## src/rtl/uart_pkg.sv

```systemverilog
// Shared types and frame constants for the UART transmit buffer.
package uart_pkg;

  typedef enum logic [1:0] {
    TX_IDLE  = 2'd0,
    TX_START = 2'd1,
    TX_DATA  = 2'd2,
    TX_STOP  = 2'd3
  } tx_state_t;

  localparam int unsigned DATA_BITS  = 8;
  localparam int unsigned FRAME_BITS = 10;

endpackage

```

## src/rtl/uart_fifo.sv

```systemverilog
// Synchronous FIFO; the head entry is presented on dout whenever not empty.
module uart_fifo #(
  parameter int unsigned WIDTH = 8,
  parameter int unsigned DEPTH = 4
) (
  input  logic             clk,
  input  logic             rst_n,
  input  logic             push,
  input  logic             pop,
  input  logic [WIDTH-1:0] din,
  output logic [WIDTH-1:0] dout,
  output logic [DEPTH:0]   count,
  output logic             full,
  output logic             empty
);

  localparam int unsigned N = 1 << DEPTH;
  localparam logic [DEPTH:0] FULL_CNT = (DEPTH+1)'(N);

  logic [WIDTH-1:0] r_mem [N];
  logic [DEPTH-1:0] r_wr_ptr;
  logic [DEPTH-1:0] r_rd_ptr;
  logic [DEPTH:0]   r_count;
  logic             w_push_ok;
  logic             w_pop_ok;

  // Full/empty come from the pre-edge count, so a push while full is refused
  // even when a pop happens on the same edge.
  assign full      = (r_count == FULL_CNT);
  assign empty     = (r_count == '0);
  assign w_push_ok = push & ~full;
  assign w_pop_ok  = pop & ~empty;
  assign count     = r_count;
  assign dout      = r_mem[r_rd_ptr];

  always_ff @(posedge clk) begin
    if (w_push_ok) begin
      r_mem[r_wr_ptr] <= din;
    end
  end

  always_ff @(posedge clk or negedge rst_n) begin
    if (!rst_n) begin
      r_wr_ptr <= '0;
      r_rd_ptr <= '0;
      r_count  <= '0;
    end else begin
      if (w_push_ok) begin
        r_wr_ptr <= r_wr_ptr + 1'b1;
      end
      if (w_pop_ok) begin
        r_rd_ptr <= r_rd_ptr + 1'b1;
      end
      case ({w_push_ok, w_pop_ok})
        2'b10:   r_count <= r_count + 1'b1;
        2'b01:   r_count <= r_count - 1'b1;
        default: r_count <= r_count;
      endcase
    end
  end

endmodule

```

## src/rtl/uart_tx_buffer.sv

```systemverilog
// Byte-wide write port feeding a FIFO and an 8N1 serializer with a
// registered TX line.
module uart_tx_buffer #(
  parameter int unsigned CLK_DIV = 868,
  parameter int unsigned DEPTH   = 4
) (
  input  logic           clk,
  input  logic           reset_n,
  input  logic [31:0]    din,
  input  logic           we,
  input  logic           ovf_clr,
  output logic           txd,
  output logic           busy,
  output logic [DEPTH:0] fifo_count,
  output logic           fifo_full,
  output logic           overflow
);

  import uart_pkg::*;

  localparam int unsigned DIV_W = (CLK_DIV > 2) ? $clog2(CLK_DIV) : 1;
  localparam logic [DIV_W-1:0] DIV_LAST = DIV_W'(CLK_DIV - 1);
  localparam int unsigned BIT_W = $clog2(DATA_BITS);
  localparam logic [BIT_W-1:0] BIT_LAST = BIT_W'(DATA_BITS - 1);

  tx_state_t            r_state, w_state_n;
  logic [DIV_W-1:0]     r_div, w_div_n;
  logic [BIT_W-1:0]     r_bit, w_bit_n;
  logic [DATA_BITS-1:0] r_shift, w_shift_n;
  logic                 r_txd, w_txd_n;
  logic                 r_ovf;
  logic                 w_pop;
  logic                 w_empty;
  logic                 w_full;
  logic                 w_div_last;
  logic [DATA_BITS-1:0] w_head;
  logic [DEPTH:0]       w_count;
  logic                 w_din_unused;

  assign w_din_unused = ^din[31:8];

  uart_fifo #(
    .WIDTH (DATA_BITS),
    .DEPTH (DEPTH)
  ) u_fifo (
    .clk   (clk),
    .rst_n (reset_n),
    .push  (we),
    .pop   (w_pop),
    .din   (din[DATA_BITS-1:0]),
    .dout  (w_head),
    .count (w_count),
    .full  (w_full),
    .empty (w_empty)
  );

  assign w_div_last = (r_div == DIV_LAST);

  always_comb begin
    w_state_n = r_state;
    w_div_n   = r_div + 1'b1;
    w_bit_n   = r_bit;
    w_shift_n = r_shift;
    w_pop     = 1'b0;
    case (r_state)
      TX_IDLE: begin
        w_div_n = '0;
        if (!w_empty) begin
          w_pop     = 1'b1;
          w_shift_n = w_head;
          w_state_n = TX_START;
        end
      end
      TX_START: begin
        if (w_div_last) begin
          w_div_n   = '0;
          w_bit_n   = '0;
          w_state_n = TX_DATA;
        end
      end
      TX_DATA: begin
        if (w_div_last) begin
          w_div_n   = '0;
          w_shift_n = r_shift >> 1;
          if (r_bit == BIT_LAST) begin
            w_state_n = TX_STOP;
          end else begin
            w_bit_n = r_bit + 1'b1;
          end
        end
      end
      TX_STOP: begin
        if (w_div_last) begin
          w_div_n   = '0;
          w_state_n = TX_IDLE;
        end
      end
      default: begin
        w_div_n   = '0;
        w_state_n = TX_IDLE;
      end
    endcase
  end

  // Line level is decoded from the next state so txd changes on the same
  // edge as the state, keeping the output a pure flop.
  always_comb begin
    w_txd_n = 1'b1;
    case (w_state_n)
      TX_START: w_txd_n = 1'b0;
      TX_DATA:  w_txd_n = w_shift_n[0];
      default:  w_txd_n = 1'b1;
    endcase
  end

  always_ff @(posedge clk or negedge reset_n) begin
    if (!reset_n) begin
      r_state <= TX_IDLE;
      r_div   <= '0;
      r_bit   <= '0;
      r_shift <= '0;
      r_txd   <= 1'b1;
      r_ovf   <= 1'b0;
    end else begin
      r_state <= w_state_n;
      r_div   <= w_div_n;
      r_bit   <= w_bit_n;
      r_shift <= w_shift_n;
      r_txd   <= w_txd_n;
      if (we && w_full) begin
        r_ovf <= 1'b1;
      end else if (ovf_clr) begin
        r_ovf <= 1'b0;
      end
    end
  end

  assign txd        = r_txd;
  assign busy       = (r_state != TX_IDLE) | (w_count != '0);
  assign fifo_count = w_count;
  assign fifo_full  = w_full;
  assign overflow   = r_ovf;

endmodule

```

## config.mk

```make
export PLATFORM = sky130hd
export DESIGN_NAME = uart_tx_buffer
export DESIGN_NICKNAME = d
export VERILOG_FILES = /design/src/rtl/uart_pkg.sv /design/src/rtl/uart_fifo.sv /design/src/rtl/uart_tx_buffer.sv
export SDC_FILE = /design/constraint.sdc
export NUM_CORES = 1
export LEC_CHECK = 0
export BUFFER_PORTS_ARGS = -buffer_cell sky130_fd_sc_hd__buf_4
export CAP_MARGIN = 20
export CORE_MARGIN = 10
export CORE_UTILIZATION = 60
export DETAILED_ROUTE_END_ITERATION = 12
export HOLD_SLACK_MARGIN = 0.12
export PLACE_DENSITY = 0.88
export SYNTH_ARGS = -nofsm -noshare
export SYNTH_HDL_FRONTEND = slang
export SYNTH_SLANG_ARGS = --single-unit
```

## constraint.sdc

```tcl
create_clock -name clk -period 5.05 [get_ports clk]
set_input_delay 0.7575 -clock clk [delete_from_list [all_inputs] [get_ports clk]]
set_output_delay 0.7575 -clock clk [all_outputs]
set_load 0.1 [all_outputs]
```

Word level (Yosys, flattened, before mapping)
Memories as Yosys holds them, arrays and structs flattened.
Cells that the tools add are included.
Widths: inputs -> output; s select.
{"block": "word_totals", "register_bits": 38, "mem_bits_rw": 128, "input_bits": 36, "output_inout_bits": 9, "elab_cells": 71, "n_memories": 1}
{"block": "op_classes", "n_addsub": 6, "eq_ne": 14, "mux": 23, "bitwise": 5, "reduce_logical": 12}
{"memory": "u_fifo.r_mem", "words": 16, "word_bits": 8, "read_ports": 1, "rd_clocked_by_memory_dff": 0, "wr": 1, "line": "uart_fifo.sv:20", "rtl": "logic [WIDTH-1:0] r_mem [N];"}
{"operator": "$pmux 10 s2", "count": 1}
{"operator": "$mux 8", "count": 2}
{"operator": "$pmux 8 s2", "count": 1}
{"operator": "$add 10x1->10 const B", "count": 1}
{"operator": "$eq 10x10->1 const B", "count": 1}
{"operator": "$mux 10", "count": 1}
{"operator": "$mux 2", "count": 5}
{"operator": "$pmux 5 s2", "count": 1}
{"operator": "$reduce_bool 2->1", "count": 5}
{"operator": "$mux 3", "count": 3}
{"operator": "$add 4x1->4 const B", "count": 2}
{"operator": "$eq 2x2->1 const B", "count": 4}
{"operator": "$ne 2x2->1 const B", "count": 4}
{"operator": "$pmux 2 s4", "count": 1}
{"operator": "$eq 2x1->1 const B", "count": 3}
{"operator": "$mux 1", "count": 6}
{"operator": "$pmux 3 s2", "count": 1}
{"operator": "$add 5x1->5 const B", "count": 1}
{"operator": "$eq 5x5->1 const B", "count": 1}
{"operator": "$logic_not 5->1", "count": 1}
{"operator": "$reduce_bool 5->1", "count": 1}
{"operator": "$sub 5x1->5 const B", "count": 1}
{"operator": "$reduce_and 4->1", "count": 1}
{"operator": "$add 3x1->3 const B", "count": 1}
{"operator": "other kinds (9)", "count": 11}

Depth between registers and ports, before layout
{"block": "depth", "word_depth": 6, "mapped_depth": 15, "mapped_depth_nobuf": 12}

Cells and area by module
From an unflattened synthesis, not the netlist that was laid out.
{"block": "hier_totals", "hier_cells": 452, "area_unflattened_um2": 7065.5}
{"module": "uart_fifo", "instances": 1, "cells_each": 332, "area_each_um2": 5779.3, "seq_area_each_um2": 4169.0}
{"module": "uart_tx_buffer", "instances": 1, "cells_each": 120, "area_each_um2": 1286.2, "seq_area_each_um2": 626.9}

Worst setup path before layout
Ideal clock, no wire load.
{"block": "synth_timing", "path_type": "register to register", "startpoint": "reg u_fifo.r_count[1], in the netlist u_fifo.count[1]", "endpoint": "reg u_fifo.r_count[4], in the netlist u_fifo.count[4]", "setup_time_ps": 163, "arrival_ps": 4414, "required_ps": 4887, "slack_ps": 473, "stages_incl_launch_ff": 15, "path_buffers": 3, "synth_period_minus_slack_ps": 4577, "cell_sequence": "dfrtp_1 -> buf_2 -> or3_1 -> nor3b_2 -> nor2b_1 -> buf_2 -> inv_1 -> ha_1 -> clkbuf_1 -> xor2_1 -> ha_1 -> a31oi_1 -> or2_2 -> a21oi_1 -> xor2_1"}
{"block": "synth_via", "word_cells_on_any_way": 14, "classes_between": "2 x add/sub; 3 x eq/ne; 3 x mux; 4 x bitwise; 2 x reduce/logical"}
{"item": "start: declaration", "line": "uart_fifo.sv:23", "rtl": "logic [DEPTH:0] r_count;"}
{"item": "start signal: assignment", "line": "uart_fifo.sv:55", "rtl": "2'b10: r_count <= r_count + 1'b1;"}
{"item": "start signal: assignment", "line": "uart_fifo.sv:56", "rtl": "2'b01: r_count <= r_count - 1'b1;"}
{"item": "start signal: assignment", "line": "uart_fifo.sv:57", "rtl": "default: r_count <= r_count;"}
{"item": "$eq 5x5->1 (*)", "line": "uart_fifo.sv:29", "rtl": "assign full = (r_count == FULL_CNT);"}
{"item": "net fifo_full", "line": "uart_tx_buffer.sv:15", "rtl": "output logic fifo_full,"}
{"item": "$not 1->1 (*)", "line": "uart_fifo.sv:31", "rtl": "assign w_push_ok = push & ~full;"}
{"item": "$and 1x1->1 (*)", "line": "uart_fifo.sv:31"}
{"item": "$eq 2x1->1 / $eq 2x2->1 (equally long branches)", "line": "uart_fifo.sv:54", "rtl": "case ({w_push_ok, w_pop_ok})"}
{"item": "$pmux 5 s2 / $reduce_bool 2->1 (equally long branches)"}
Mark *: on every way through the listed nets, which the timed path passes. The rest lies on a longest branch.
A chain may end at the register's enable or synchronous reset.

Worst setup path after layout
{"block": "layout_timing", "startpoint": "reg u_fifo.r_count[1], in the netlist u_fifo.count[1]", "endpoint": "reg u_fifo.r_count[4], in the netlist u_fifo.count[4]"}
{"block": "layout_via", "elab_chain_cells": 6, "word_cells_on_any_way": 14, "classes_between": "2 x add/sub; 3 x eq/ne; 3 x mux; 4 x bitwise; 2 x reduce/logical"}
{"item": "$logic_not 5->1 (*)", "line": "uart_fifo.sv:30", "rtl": "assign empty = (r_count == '0);"}
{"item": "$mux 1", "line": "uart_tx_buffer.sv:68", "rtl": "if (!w_empty) begin"}
{"item": "$mux 1", "line": "uart_tx_buffer.sv:65", "rtl": "case (r_state)"}
{"item": "$and 1x1->1 (*)", "line": "uart_fifo.sv:32", "rtl": "assign w_pop_ok = pop & ~empty;"}
{"item": "net u_fifo.w_pop_ok", "line": "uart_fifo.sv:25", "rtl": "logic w_pop_ok;"}
{"item": "$eq 2x1->1 / $eq 2x2->1 (equally long branches)", "line": "uart_fifo.sv:54"}
{"item": "$pmux 5 s2 / $reduce_bool 2->1 (equally long branches)"}
Marked as above.

==> impl_metrics.yaml <==
outcome:
  status: "complete, no violations"
timing:
  fin_skew_ns: 0.00726
  tightest_slew_ns: 1.01
  fin_hold_ws_ns: 0.287
  fmax_ghz: 0.287
  rsz0062_at_grt: "no"
  post-route-period-util: 0.689
  tns_ns: 0
  hold_viol_final: 0
  slew_headroom: 0.325
  setup_viol: 0
  slew_violations: 0
  min_period_ns: 3.48
worst_setup_path:
  worst_ep_required_time_ns: 5.40
  cp-end-kind: "flop"
  reg2reg_setup_slack_ns: 1.57
  ff2ff_path_depth: 12
  startpoint_type: "flop"
  crit_type: "reg2reg"
  r2r-start: "u_fifo.count[1]$_DFFE_PN0P_"
  crit_path_max_fanout: 9
  cp.arrival_ns: 3.83
  rr_endpoint: "u_fifo.count[4]$_DFFE_PN0P_"
grt:
  grt_antenna_before_repair: 0
  grt_use_met2: 0.268
  gr-usage-met1: 0.199
  gr-usage-met3: 0.0567
  grt_overflow: 0
  top_usage_layer: "met2"
  grt_pass1_wl_mm: 20.4
  grt_use_total: 0.164
  grt_max_degree: 39
  grt_pass1_vias: 3771
die:
  core_sq_um: 11400
  die_h_um: 128
  num_io_pins: 45
  start_util: 0.614
  fp.dieArea_sq_um: 16400
  die_x_um: 128
  placementRows: 39
clock_network:
  clk_pin_slew_worst_paths_ns: 0.06
  worstSkewPairLatency_ns: 0.43
  post_cts_resized: 0
  cts_tree: "yes"
  cts_hold_buf: 0
  cts_buffers: 17
  cts_setup_buffers: 0
  cts_buffer_depth: 2
  htreeDepth: 4
  cts_root_buf: "clkbuf_16"
  clock_sinks: 166
synth:
  syn_area_sq_um: 7010
  syn_inst: 414
  ys_types: 51
  synth_area_leaders: "edfxtp_1 55%, dfrtp_1 13%, mux4_2 7.1%"
  synth_top_area_share: 0.549
  synth_nets: 462
  ys_async_sr_fraction: 0.229
  synth_warnings: 0
  synthFlopType: "edfxtp_1"
  syn_avg_cell_area_sq_um: 16.9
  synth_enable_flop_cells: 128
  ys_seq_elements: 166
  synth_top_cell_by_area: "edfxtp_1"
  synth_seq_area_share: 0.684
detailed_routing:
  vias: 3576
  wl_per_cell_um: 21.5
  ant_nets: 0
  drc: 0
  drt-total-wl_mm: 12.7
  via_per_inst: 6.08
  first_pass_iters: 4
  drtIter0Drc: 348
worst_hold_path:
  hold_class: "in2async"
finish:
  final_nets: 482
  syn2layout_area_growth_pct: 11.0
  num_antenna_cells: 0
  fin_cells: 588
  drive_above_1_share: 0.200
  finalInstanceArea_sq_um: 7780
placement:
  dpl.cell_count: 558
  placed_cell_area_sq_um: 7220
  hpwl_mm: 7.84
  io_buffers: 20
  gp_congestion: 0.793
pwr:
  ir_drop_uv: 536
  power_density_nw_per_um2: 501
  power.total_mw: 3.90
  p_leak_nw: 2.73
run:
  max_cap_violations: 0
[kinds of logic after synthesis]
group | Yosys count | synth area share
AOI/OAI and AO/OA | 44 | 0.0452
xor gates and xnor gates | 22 | 0.0275
adders and majority gates | 12 | 0.0214
buffers and inverters | 34 | 0.0282
DFF | 166 | 0.684
muxes | 43 | 0.126
and+or+nand+nor | 93 | 0.0668
[power by group]
group	total [mW]	leakage, nW	switching (mW)	internal [mW]
sequential	1.85	1.63	0.190	1.66
clock	1.23	0.270	0.509	0.721
combinational	0.812	0.831	0.473	0.338
[cell usage after synthesis (2+ instances only)]
library cell / instances
buf_1: 3
nand2_1: 23
mux4_1: 11
clkbuf_1: 6
buf_2: 7
xor2_1: 9
edfxtp_1: 128
mux4_2: 22
buf_6: 5
nand2b_1: 4
nand3_1: 8
dfrtp_1: 37
a211oi_1: 11
nor3_1: 4
a22oi_1: 3
or2_2: 2
o21ai_0: 9
a31oi_1: 2
ha_1: 12
a21oi_1: 4
xnor2_1: 13
nor2b_1: 8
a221o_1: 6
o211ai_1: 2
mux2i_1: 9
inv_1: 9
nor2_1: 29
nor3b_2: 2
nand4_1: 4
[worst max-delay path: stages, from the launching register on]
cell	delay, ns
dfrtp_1	0.48
or3_1	0.45
nor3_2	0.27
nand2b_1	0.46
inv_4	0.13
ha_1	0.34
xor2_1	0.20
ha_1	0.23
o21a_1	0.17
o21ai_0	0.17
nand3b_1	0.14
a21oi_1	0.19
xor2_1	0.17
[cells in the final DEF (no fill, tap or decap), types with 3 or more instances in the layout]
master / instances
inv_1: 9
xnor2_1: 13
xor2_1: 9
a22oi_1: 3
nor3_1: 4
edfxtp_1: 128
ha_1: 12
mux2i_1: 9
nor2_1: 29
buf_4: 25
nand2_1: 23
nand4_1: 4
a211oi_1: 11
dfrtp_1: 35
mux4_2: 22
a221o_1: 6
clkinv_4: 3
o21ai_0: 9
mux4_1: 11
nand3_1: 8
a21oi_1: 4
nand2b_1: 4
clkbuf_16: 17
nor2b_1: 8
[registers in the layout (all words and copies together) (netlist names)]
| name | flops |
|---|---|
| u_fifo.r_mem | 128 |
| u_fifo.r_wr_ptr | 4 |
| txd | 1 |
| r_state | 2 |
| r_div | 10 |
| overflow | 1 |
| u_fifo.count | 5 |
| r_bit | 3 |
| u_fifo.r_rd_ptr | 4 |
| r_shift | 8 |
[routing by layer]
layer | vias to the layer above | part of all wire
met5 | - | 0
met4 | 0 | 0.018
met3 | 19 | 0.063
met2 | 99 | 0.52
met1 | 1815 | 0.40
li1 | 1643 | -
[worst max-delay path by stage]
stage                                            from                     endpoint  slack (ns)  depth (start not counted)
after floorplan           u_fifo.count[1]$_DFFE_PN0P_  u_fifo.count[4]$_DFFE_PN0P_        0.47                         14
after global placement    u_fifo.count[1]$_DFFE_PN0P_  u_fifo.count[4]$_DFFE_PN0P_        1.80                         12
after detailed placement  u_fifo.count[1]$_DFFE_PN0P_  u_fifo.count[4]$_DFFE_PN0P_        1.68                         12
after CTS                 u_fifo.count[1]$_DFFE_PN0P_  u_fifo.count[4]$_DFFE_PN0P_        1.58                         12
after global routing      u_fifo.count[1]$_DFFE_PN0P_  u_fifo.count[4]$_DFFE_PN0P_        1.42                         12
final                     u_fifo.count[1]$_DFFE_PN0P_  u_fifo.count[4]$_DFFE_PN0P_        1.57                         12
[cell type report]
cell class              count  area [sq um]
clock inverters            12           130
fillers                   752          3640
clock buffers              18           429
flip-flops and latches    166          4800
repair buffers             25           188
multi-input cells         214          2010
inverters                  10          40.0
well taps                 143           179
[through the flow]
step	utilization	worst slack (ns)
global route	0.681	1.42
CTS	0.681	1.58
floorplan	-	0.473
global placement	0.632	1.80
detailed placement	0.632	1.68
finish	0.681	1.57
Power figures use the tool's default switching activity.
